===== config.mk =====
export PLATFORM = sky130hd
export DESIGN_NAME = seq_shift_add_multiplier
export DESIGN_NICKNAME = d
export VERILOG_FILES = /design/src/rtl/mult_pkg.sv /design/src/rtl/addsub_row.sv /design/src/rtl/full_adder.sv /design/src/rtl/seq_shift_add_multiplier.sv
export SDC_FILE = /design/constraint.sdc
export NUM_CORES = 1
export LEC_CHECK = 0
export BUFFER_PORTS_ARGS = -buffer_cell sky130_fd_sc_hd__buf_4
export CAP_MARGIN = 20
export CORE_MARGIN = 2
export CORE_UTILIZATION = 60
export CTS_CLUSTER_DIAMETER = 100
export CTS_CLUSTER_SIZE = 14
export DETAILED_ROUTE_END_ITERATION = 12
export GPL_TIMING_DRIVEN = 0
export PLACE_DENSITY_LB_ADDON = 0.3
export SLEW_MARGIN = 20
export SYNTH_ARGS = -nofsm -noshare
export SYNTH_HDL_FRONTEND = slang
export SYNTH_SLANG_ARGS = --single-unit

===== constraint.sdc =====
create_clock -name clk_i -period 12.2 [get_ports clk_i]
set_clock_uncertainty 0.2 [all_clocks]
set_input_delay 1.83 -clock clk_i [delete_from_list [all_inputs] [get_ports clk_i]]
set_output_delay 1.83 -clock clk_i [all_outputs]
set_load 0.05 [all_outputs]

===== src/rtl/mult_pkg.sv =====
// Shared types and helpers for the sequential shift-add multiplier.
package mult_pkg;

    typedef enum logic [1:0] {
        StIdle = 2'd0,
        StRun  = 2'd1,
        StDone = 2'd2
    } state_t;

    localparam logic MODE_UNSIGNED = 1'b0;
    localparam logic MODE_SIGNED   = 1'b1;

    function automatic int unsigned cnt_width(input int unsigned width);
        return $clog2(width);
    endfunction

endpackage


===== src/rtl/addsub_row.sv =====
// Ripple add/subtract of one partial-product row: sum = acc + pp, or acc - pp when sub_i is set.
module addsub_row #(
    parameter int unsigned Width = 8
) (
    input  logic [Width-1:0] acc_i,
    input  logic [Width-1:0] pp_i,
    input  logic             sub_i,
    output logic [Width-1:0] sum_o
);

    logic [Width-1:0] b_inv;
    logic [Width-1:0] carry;

    assign b_inv    = pp_i ^ {Width{sub_i}};
    assign carry[0] = sub_i;

    for (genvar i = 0; i < Width - 1; i++) begin : g_fa
        full_adder u_fa (
            .a_i  (acc_i[i]),
            .b_i  (b_inv[i]),
            .ci_i (carry[i]),
            .s_o  (sum_o[i]),
            .co_o (carry[i+1])
        );
    end

    // Arithmetic is modulo 2^Width, so the top bit needs no carry-out.
    assign sum_o[Width-1] = acc_i[Width-1] ^ b_inv[Width-1] ^ carry[Width-1];

endmodule


===== src/rtl/full_adder.sv =====
// One-bit full-adder cell.
module full_adder (
    input  logic a_i,
    input  logic b_i,
    input  logic ci_i,
    output logic s_o,
    output logic co_o
);

    assign s_o  = a_i ^ b_i ^ ci_i;
    assign co_o = (a_i & b_i) | (a_i & ci_i) | (b_i & ci_i);

endmodule


===== src/rtl/seq_shift_add_multiplier.sv =====
// Sequential WIDTH x WIDTH multiplier, one partial-product row per enabled cycle,
// unsigned or two's-complement, with valid/ready handshakes on both sides.
module seq_shift_add_multiplier
    import mult_pkg::*;
#(
    parameter int unsigned WIDTH = 4
) (
    input  logic               clk_i,
    input  logic               rst_i,
    input  logic               ena_i,
    input  logic               in_valid_i,
    output logic               in_ready_o,
    input  logic               signed_mode_i,
    input  logic [WIDTH-1:0]   a_i,
    input  logic [WIDTH-1:0]   b_i,
    output logic               out_valid_o,
    input  logic               out_ready_i,
    output logic [2*WIDTH-1:0] p_o
);

    localparam int unsigned PW   = 2 * WIDTH;
    localparam int unsigned CntW = cnt_width(WIDTH);

    state_t          state_q, state_d;
    logic [CntW-1:0] cnt_q, cnt_d;
    logic [PW-1:0]   acc_q, acc_d;
    logic [PW-1:0]   p_q, p_d;
    logic [WIDTH-1:0] a_q, a_d;
    logic [WIDTH-1:0] b_q, b_d;
    logic            mode_q, mode_d;

    logic [PW-1:0] a_ext, pp, row_sum;
    logic          last_step, sub;

    assign last_step = (cnt_q == CntW'(WIDTH - 1));
    // The multiplier sign bit carries weight -2^(WIDTH-1) in signed mode.
    assign sub       = (mode_q == MODE_SIGNED) && last_step;
    assign a_ext     = (mode_q == MODE_SIGNED) ? {{WIDTH{a_q[WIDTH-1]}}, a_q}
                                               : {{WIDTH{1'b0}}, a_q};
    assign pp        = a_ext << cnt_q;

    addsub_row #(
        .Width (PW)
    ) u_row (
        .acc_i (acc_q),
        .pp_i  (pp),
        .sub_i (sub),
        .sum_o (row_sum)
    );

    assign in_ready_o  = (state_q == StIdle) && ena_i;
    assign out_valid_o = (state_q == StDone);
    assign p_o         = p_q;

    always_comb begin
        state_d = state_q;
        cnt_d   = cnt_q;
        acc_d   = acc_q;
        p_d     = p_q;
        a_d     = a_q;
        b_d     = b_q;
        mode_d  = mode_q;
        if (ena_i) begin
            unique case (state_q)
                StIdle: begin
                    if (in_valid_i) begin
                        a_d     = a_i;
                        b_d     = b_i;
                        mode_d  = signed_mode_i;
                        acc_d   = '0;
                        cnt_d   = '0;
                        state_d = StRun;
                    end
                end
                StRun: begin
                    if (b_q[cnt_q]) begin
                        acc_d = row_sum;
                    end
                    cnt_d = cnt_q + CntW'(1);
                    if (last_step) begin
                        p_d     = acc_d;
                        state_d = StDone;
                    end
                end
                StDone: begin
                    if (out_ready_i) begin
                        state_d = StIdle;
                    end
                end
                default: state_d = StIdle;
            endcase
        end
    end

    always_ff @(posedge clk_i) begin
        if (rst_i) begin
            state_q <= StIdle;
            cnt_q   <= '0;
            acc_q   <= '0;
            p_q     <= '0;
            a_q     <= '0;
            b_q     <= '0;
            mode_q  <= MODE_UNSIGNED;
        end else begin
            state_q <= state_d;
            cnt_q   <= cnt_d;
            acc_q   <= acc_d;
            p_q     <= p_d;
            a_q     <= a_d;
            b_q     <= b_d;
            mode_q  <= mode_d;
        end
    end

endmodule


==> metrics.md, run 1 <==
| Metric | Value |
|---|---|
| Combined global-route utilization of all metal layers | 0.2471 |
| Cells after synthesis | ~180 |
| Top FF cell, synth | sky130_fd_sc_hd__dfxtp_1 |
| Synth top area share | 0.3754 |
| Minimum setup slack after placement | about 7.2 ns |
| CP required | about 12 ns |
| H-Tree Depth | 2 |
| HPWL after detailed placement | 2.405 mm |
| Syn Area/Cell | 8.640 sq um |
| Max-slew violation total from the final report | 0 |
| Post-cts sizing count | 0 |
| Via-to-Cell Ratio | around 5.7 |
| Top-level port count | 24 |
| Setup slack of the worst register-to-register path | between 7 and 8 ns |
| Gate family responsible for the most delay along the worst path | adder cells |
| Detailed-route wire length per cell | 13.06 microns |
| Area growth syn-to-layout | 16.67% |
| Final setup margin | approximately 7.3 ns |
| Number of buffers created by CTS | 5 |
| Global-route wire length before repair | between 5 and 6 mm |
| Sinks on Clock Net | 29 |
| Hold bufs inserted after CTS | 0 |
| Min-delay src | b_q[1] |
| Slowest stage cell, crit path | sky130_fd_sc_hd__dfxtp_1 |
| First-pass detailed-route iteration total | 4 |
| Critical Path Source Type | register |
| Number of post-CTS setup repair buffers | 0 |
| Critical path, cell by cell | clkbuf_1 > mux2i_1 > nor2_1 > xnor2_1 > fa_1 > fa_1 > fa_1 > fa_1 > fa_1 > inv_1 > fa_1 > and3b_1 > or4_1 > a311oi_1 |
| Timing startpoint of the critical path | cnt_q[0] |
| Clock slew at reported path FFs | 0.09 ns |
| Critical path capture point | p_o[7] |
| Logic depth of the worst register-to-register path | 14 |
| CP max stage delay | between 0.4 and 0.5 ns |
| Share of the cycle needed by the critical path after routing | 0.4047 |
| Clock tree from TritonCTS | built |
| Critical path fanouts, max | 10 |
| I/O Buffers | 22 |
| Final hold violation count | 0 |
| Residual overflow from global routing | 0 |
| Leading cell types by count after synthesis | 29 x sky130_fd_sc_hd__dfxtp_1, 29 x sky130_fd_sc_hd__nand2_1, 23 x sky130_fd_sc_hd__nor2_1 |
| Max-cap check violation count | 0 |
| Placeable core area | roughly 2500 sq um |
| Power density over the cells | ~98 nW/um^2 |
| Total vias in the final route | roughly 1,400 |
| Die outline area | between 2000 and 3000 sq um |
| Post-DP Area | around 1700 sq um |
| Static Leak | between 0.7 and 0.8 nW |
| Die width | 54.77 microns |
| Worst min-delay path class | register to register |
| Post-synth cell types | 39 |
| DRC violations left | 0 |
| Run status | finished, final reports clean |
| Main area contributors after synthesis | sky130_fd_sc_hd__dfxtp_1 38%, sky130_fd_sc_hd__fa_1 7.8%, sky130_fd_sc_hd__nand2_1 7.0%, sky130_fd_sc_hd__nor2_1 5.6%, sky130_fd_sc_hd__a21oi_1 4.9% |
| Clock root buffer | sky130_fd_sc_hd__clkbuf_4 |
| Total of endpoints with negative setup slack in the final report | 0 |
| Kind of critical path | register to register |
| Die Ht | roughly 55 microns |
| Effective utilization at floorplan | 0.6300 |
| Most repeated library cell on the critical path | sky130_fd_sc_hd__fa_1 |
| Number of buffers on the longest clock path | 2 |
| Data arrival time of the worst path | between 4 and 5 ns |
| Fraction of layout instances using a drive strength above 1 | 0.1587 |
| Worst R2R End | p_o[7] |
| Post-route design area | 1804 sq um |
| Net count of the mapped netlist | 200 |
| Worst path buffer plus inverter count | 2 |
| GPL Wtd Cong | roughly 0.91 |
| Crit. path cell count | 14 |
| Total area of multi-input combinational cells | between 900 and 1000 sq um |
| Total negative slack for setup checks | 0 ns |
| Nature of the critical path endpoint | register |
| Time the final worst path needs with I/O delays and setup | around 4.9 ns |
| Post-layout nets | around 230 |
| Biggest area consumer among synthesized cells | sky130_fd_sc_hd__dfxtp_1 |
| Storage cell area | between 500 and 600 sq um |
| Number of global-route vias before repair | approximately 1,200 |
| Yosys warning count | 0 |
| FFs w/ async S/R, synth | 0 |
| Clock network latency to the later pin of the worst-skew pair | 0.33 ns |
| Maximum number of pins on one net before global-route repair | 11 |
| Slew headroom | 0.6317 |
| Floorplan row count | 18 |
| Initial antenna violation count | 0 |
| Post-Syn Area | about 1500 sq um |
| EDFF count, synth | 0 |
| Ant. Diodes | 0 |
| Number of antenna-violating nets in the routed design | 0 |
| Worst ir drop on vdd | ~80 uV |
| Fraction of the yosys area taken by sequential cells | 0.3754 |
| Actual slew at the worst max-slew pin | around 0.55 ns |
| Final-layout fill cell count | about 200 |
| Critical R2R Launch | cnt_q[0] |
| Flip-flop and latch count after synthesis | 29 |
| Achievable frequency | 202.5 MHz |
| Setup repair after global routing missed its margin | no |
| Wirelength, routed | just over 3 mm |
| Iteration-0 DRC count of the detailed router | 40 |
==> registers in the layout, indices dropped and copies added, names as in the netlist <==
register  count
p_o           8
mode_q        1
state_q       2
cnt_q         2
a_q           4
b_q           4
acc_q         8
==> routing by layer <==
metal / up-vias / GRT usage / routed length [microns]
met3: 10 / 0.05738 / 101
met1: 632 / 0.2921 / 1437
met5: - / 0 / 0
li1: 691 / - / -
met4: 0 / 0.1000 / 53
met2: 21 / 0.4266 / 1516
==> worst register-to-register path, stage by stage (launching register included) <==
cell and delay (ns):
sky130_fd_sc_hd__dfxtp_1 0.46, sky130_fd_sc_hd__clkbuf_1 0.38, sky130_fd_sc_hd__mux2i_1 0.23, sky130_fd_sc_hd__nor2_1 0.06
sky130_fd_sc_hd__xnor2_1 0.16, sky130_fd_sc_hd__fa_1 0.45, sky130_fd_sc_hd__fa_1 0.42, sky130_fd_sc_hd__fa_1 0.42
sky130_fd_sc_hd__fa_1 0.43, sky130_fd_sc_hd__fa_1 0.40, sky130_fd_sc_hd__inv_1 0.12, sky130_fd_sc_hd__fa_1 0.19
sky130_fd_sc_hd__and3b_1 0.21, sky130_fd_sc_hd__or4_1 0.46, sky130_fd_sc_hd__a311oi_1 0.27
==> where the power goes <==
| group | leakage, nW | internal [W] | total [W] | switching (W) |
|---|---|---|---|---|
| clock network | 0.0314 | 0.0000272 | 0.0000592 | 0.0000320 |
| logic | 0.438 | 0.00000839 | 0.0000191 | 0.0000107 |
| registers | 0.235 | 0.0000964 | 0.0000982 | 0.00000185 |
| total | 0.704 | 0.000132 | 0.000176 | 0.0000445 |
==> how the worst min path moves through the flow <==
stage	end	slack, ns	depth (start not counted)
after floorplan	b_q[2]	0.23	2
after global routing	b_q[3]	0.29	2
after global placement	b_q[1]	0.24	2
final	b_q[1]	0.27	2
after detailed placement	b_q[3]	0.25	2
after CTS	b_q[1]	0.27	2
==> cell usage in the layout, fill, tap and decap left out, drive strengths merged, types with 3 or more instances in the layout <==
master	n
nor2	23
clkbuf	14
xnor2	5
a22oi	8
a211oi	6
nor3b	4
inv	4
mux2i	7
nor2b	3
fa	6
dfxtp	29
and2	3
nand2	29
a21oi	15
buf	25
==> through the flow <==
step / util / cells / power, W / hold WS [ns]
final: 0.7350 / 238 / 0.0001765 / 0.2662
after global routing: 0.7350 / 238 / 0.0001829 / 0.2921
after floorplan: - / 179 / 0.0001129 / 0.2331
after detailed placement: 0.7125 / 231 / 0.0001194 / 0.2512
after global placement: 0.7125 / 231 / 0.0001186 / 0.2412
after CTS: 0.7350 / 238 / 0.0001768 / 0.2670
==> cell families (layout without fill, tap and decap cells) <==
family	after synthesis	after routing	share of synthesized area
flip-flops	29	29	0.3754
adder cells (fa/ha/maj)	7	7	0.08576
multiplexers	9	9	0.06715
buffers and inverters	14	43	0.03884
AND/OR/NAND/NOR	70	70	0.2112
AO/OA/AOI/OAI	43	43	0.1820
XOR/XNOR	7	7	0.03964
==> area by class of cell <==
cell class | count | share of cell area
multi-input cells | 136 | 0.5021
well taps | 30 | 0.02080
inverters | 4 | 0.008322
clock buffers | 7 | 0.03051
flip-flops and latches | 29 | 0.3218
repair buffers | 22 | 0.09154
plain buffers | 10 | 0.02497
No activity file was read; power rests on OpenSTA's default activity.
==> run 2: changes to the inputs <==
--- a/config.mk
+++ b/config.mk
@@ -8,7 +8,7 @@
 export BUFFER_PORTS_ARGS = -buffer_cell sky130_fd_sc_hd__buf_4
 export CAP_MARGIN = 20
 export CORE_MARGIN = 2
-export CORE_UTILIZATION = 60
+export CORE_UTILIZATION = 50
 export CTS_CLUSTER_DIAMETER = 100
 export CTS_CLUSTER_SIZE = 14
 export DETAILED_ROUTE_END_ITERATION = 12
==> constraint.sdc (replaced) <==
create_clock -name clk_i -period 4.4 [get_ports clk_i]
set_clock_uncertainty 0.2 [all_clocks]
set_input_delay 0.66 -clock clk_i [delete_from_list [all_inputs] [get_ports clk_i]]
set_output_delay 0.66 -clock clk_i [all_outputs]
set_load 0.05 [all_outputs]
==> run 2 against run 1 <==
Non-clock buffer count is 4 higher. Sequential share of layout area is 1.4 points lower. Sequential cell count stayed put. Fmax is 16% higher. Clock-buffer cell count is 1 lower. Via count is 0.37% higher. Combinational power grew to 3.0 times the previous value. Critical path depth stayed put. Routed wire length is 7.8% higher.
==> metrics.md, run 2 (synthesis gave the netlist of run 1 again) <==
| Metric | Value |
|---|---|
| Slew headroom | 0.6155 |
| First-pass detailed-route iteration total | 4 |
| Total of endpoints with negative setup slack in the final report | 0 |
| DRC violations left | 0 |
| Iteration-0 DRC count of the detailed router | 49 |
| Final hold violation count | 0 |
| Placed Instances | around 230 |
| Hold bufs inserted after CTS | 0 |
| Post-layout nets | 233 |
| Worst path buffer plus inverter count | 2 |
| I/O Buffers | 22 |
| Slowest stage cell, crit path | sky130_fd_sc_hd__or4_1 |
| Area growth syn-to-layout | 23.22% |
| Static Leak | between 0.7 and 0.8 nW |
| Most repeated library cell on the critical path | sky130_fd_sc_hd__fa_2 |
| Number of global-route vias before repair | between 1,000 and 1,500 |
| Total vias in the final route | about 1,400 |
| HPWL after detailed placement | between 2 and 2.5 mm |
| Final-layout fill cell count | 270 |
| Residual overflow from global routing | 0 |
| Pwr Total | ~0.00048 W |
| Total negative slack for setup checks | 0 ns |
| Clock network latency to the later pin of the worst-skew pair | 0.32 ns |
| Clock root buffer | sky130_fd_sc_hd__clkbuf_4 |
| Detailed-route wire length per cell | around 14 microns |
| Kind of critical path | register to register |
| Max-cap check violation count | 0 |
| Worst min-delay path class | register to register |
| Global-route wire length before repair | 5.637 mm |
| Wirelength, routed | around 3.4 mm |
| Worst ir drop on vdd | between 150 and 200 uV |
| Achievable frequency | 235.2 MHz |
| Die width | 59.62 microns |
| Crit. path cell count | 14 |
| Clock tree from TritonCTS | built |
| Post-layout utilization of the core | 0.6346 |
| Clock slew at reported path FFs | 0.09 ns |
| CP required | between 4 and 5 ns |
| Setup slack of the worst register-to-register path | around 0.15 ns |
| Critical R2R Launch | cnt_q[1] |
| Combined global-route utilization of all metal layers | 0.2113 |
| Number of antenna-violating nets in the routed design | 0 |
| Power density over the cells | ~250 nW/um^2 |
| GPL Wtd Cong | about 0.84 |
| Run status | finished, final reports clean |
| Number of buffers created by CTS | 5 |
| Worst R2R End | p_o[7] |
| Number of buffers on the longest clock path | 2 |
| Critical path fanouts, max | 10 |
| Critical path, cell by cell | buf_4 > nor3b_4 > nor2_1 > a21o_1 > fa_2 > fa_2 > fa_2 > fa_2 > fa_2 > inv_2 > fa_1 > and3b_2 > or4_1 > a311oi_1 |
| Die outline area | around 3600 sq um |
| H-Tree Depth | 2 |
| Fraction of layout instances using a drive strength above 1 | 0.2535 |
| Data arrival time of the worst path | 4.29 ns |
| Maximum number of pins on one net before global-route repair | 11 |
| CP max stage delay | about 0.47 ns |
| Top-level port count | 24 |
| Sinks on Clock Net | 29 |
| Most frequent cells in the layout | 28 x sky130_fd_sc_hd__buf_4, 28 x sky130_fd_sc_hd__nand2_1, 27 x sky130_fd_sc_hd__dfxtp_1 |
| Die Ht | roughly 60 microns |
| Timing startpoint of the critical path | cnt_q[1] |
| Setup repair after global routing missed its margin | no |
| Floorplan row count | 20 |
| Ant. Diodes | 0 |
| Placeable core area | approximately 3000 sq um |
| Time the final worst path needs with I/O delays and setup | approximately 4.3 ns |
| Critical path capture point | p_o[7] |
| Logic depth of the worst register-to-register path | 14 |
| Critical Path Source Type | register |
| Effective utilization at floorplan | 0.5150 |
| Nature of the critical path endpoint | register |
| Via-to-Cell Ratio | roughly 5.5 |
| Number of non-filler instances in the completed layout | around 250 |
| Max-slew violation total from the final report | 0 |
| Gate family responsible for the most delay along the worst path | adder cells |
| Initial antenna violation count | 0 |
| Share of the cycle needed by the critical path after routing | 0.9661 |
| Actual slew at the worst max-slew pin | roughly 0.57 ns |
run 2: through the flow:
step | hold slack [ns] | cell area, sq um | setup slack [ns]
5_1_grt | 0.2918 | 1906 | 0.004485
3_3_place_gp | 0.2418 | 1790 | -0.1300
4_1_cts | 0.2618 | 1874 | 0.03167
6_report | 0.2594 | 1906 | 0.1490
3_5_place_dp | 0.2488 | 1790 | -0.2268
2_1_floorplan | 0.2331 | 1584 | 0.04558
run 2: worst min-delay path by stage:
stage                       from      to  slack (ns)  cells past startpoint
final                     b_q[1]  b_q[1]        0.26                      2
after global routing      p_o[6]  p_o[6]        0.29                      2
after global placement    b_q[1]  b_q[1]        0.24                      2
after floorplan           b_q[2]  b_q[2]        0.23                      2
after CTS                 b_q[1]  b_q[1]        0.26                      2
after detailed placement  b_q[1]  b_q[1]        0.25                      2
run 2: layout make-up:
| class | instances | area (sq um) | area share |
|---|---|---|---|
| multi-input cells | 136 | 953.4 | 0.5003 |
| plain buffers | 9 | 56.30 | 0.02955 |
| inverters | 4 | 15.01 | 0.007879 |
| clock inverters | 2 | 10.01 | 0.005253 |
| flip-flops and latches | 29 | 585.6 | 0.3073 |
| clock buffers | 6 | 41.29 | 0.02167 |
| well taps | 33 | 41.29 | 0.02167 |
| repair buffers | 27 | 202.7 | 0.1064 |
run 2: repair_timing:
item,4_1_cts,5_1_grt
gates resized for setup,9,2
buffers inserted,2,3
endpoints found under the setup margin,2,2
endpoints found under the hold margin,0,0
pin swaps,2,6
run 2: power breakdown:
| group | switching, W | internal (W) |
|---|---|---|
| clock | 0.0000918 | 0.0000607 |
| sequential | 0.00000600 | 0.000267 |
| combinational | 0.0000309 | 0.0000270 |
run 2: routing by layer:
metal / wire, microns / GRT usage
met5: 0 / 0
met4: 41 / 0.08254
met3: 105 / 0.05459
met2: 1669 / 0.3501
met1: 1534 / 0.2623
run 2: worst min-delay path, delay by kind of cell (launching register included):
kind             cells  cell delay [ns]
AO/OA/AOI/OAI        1             0.05
flip-flops           1             0.32
AND/OR/NAND/NOR      1             0.05
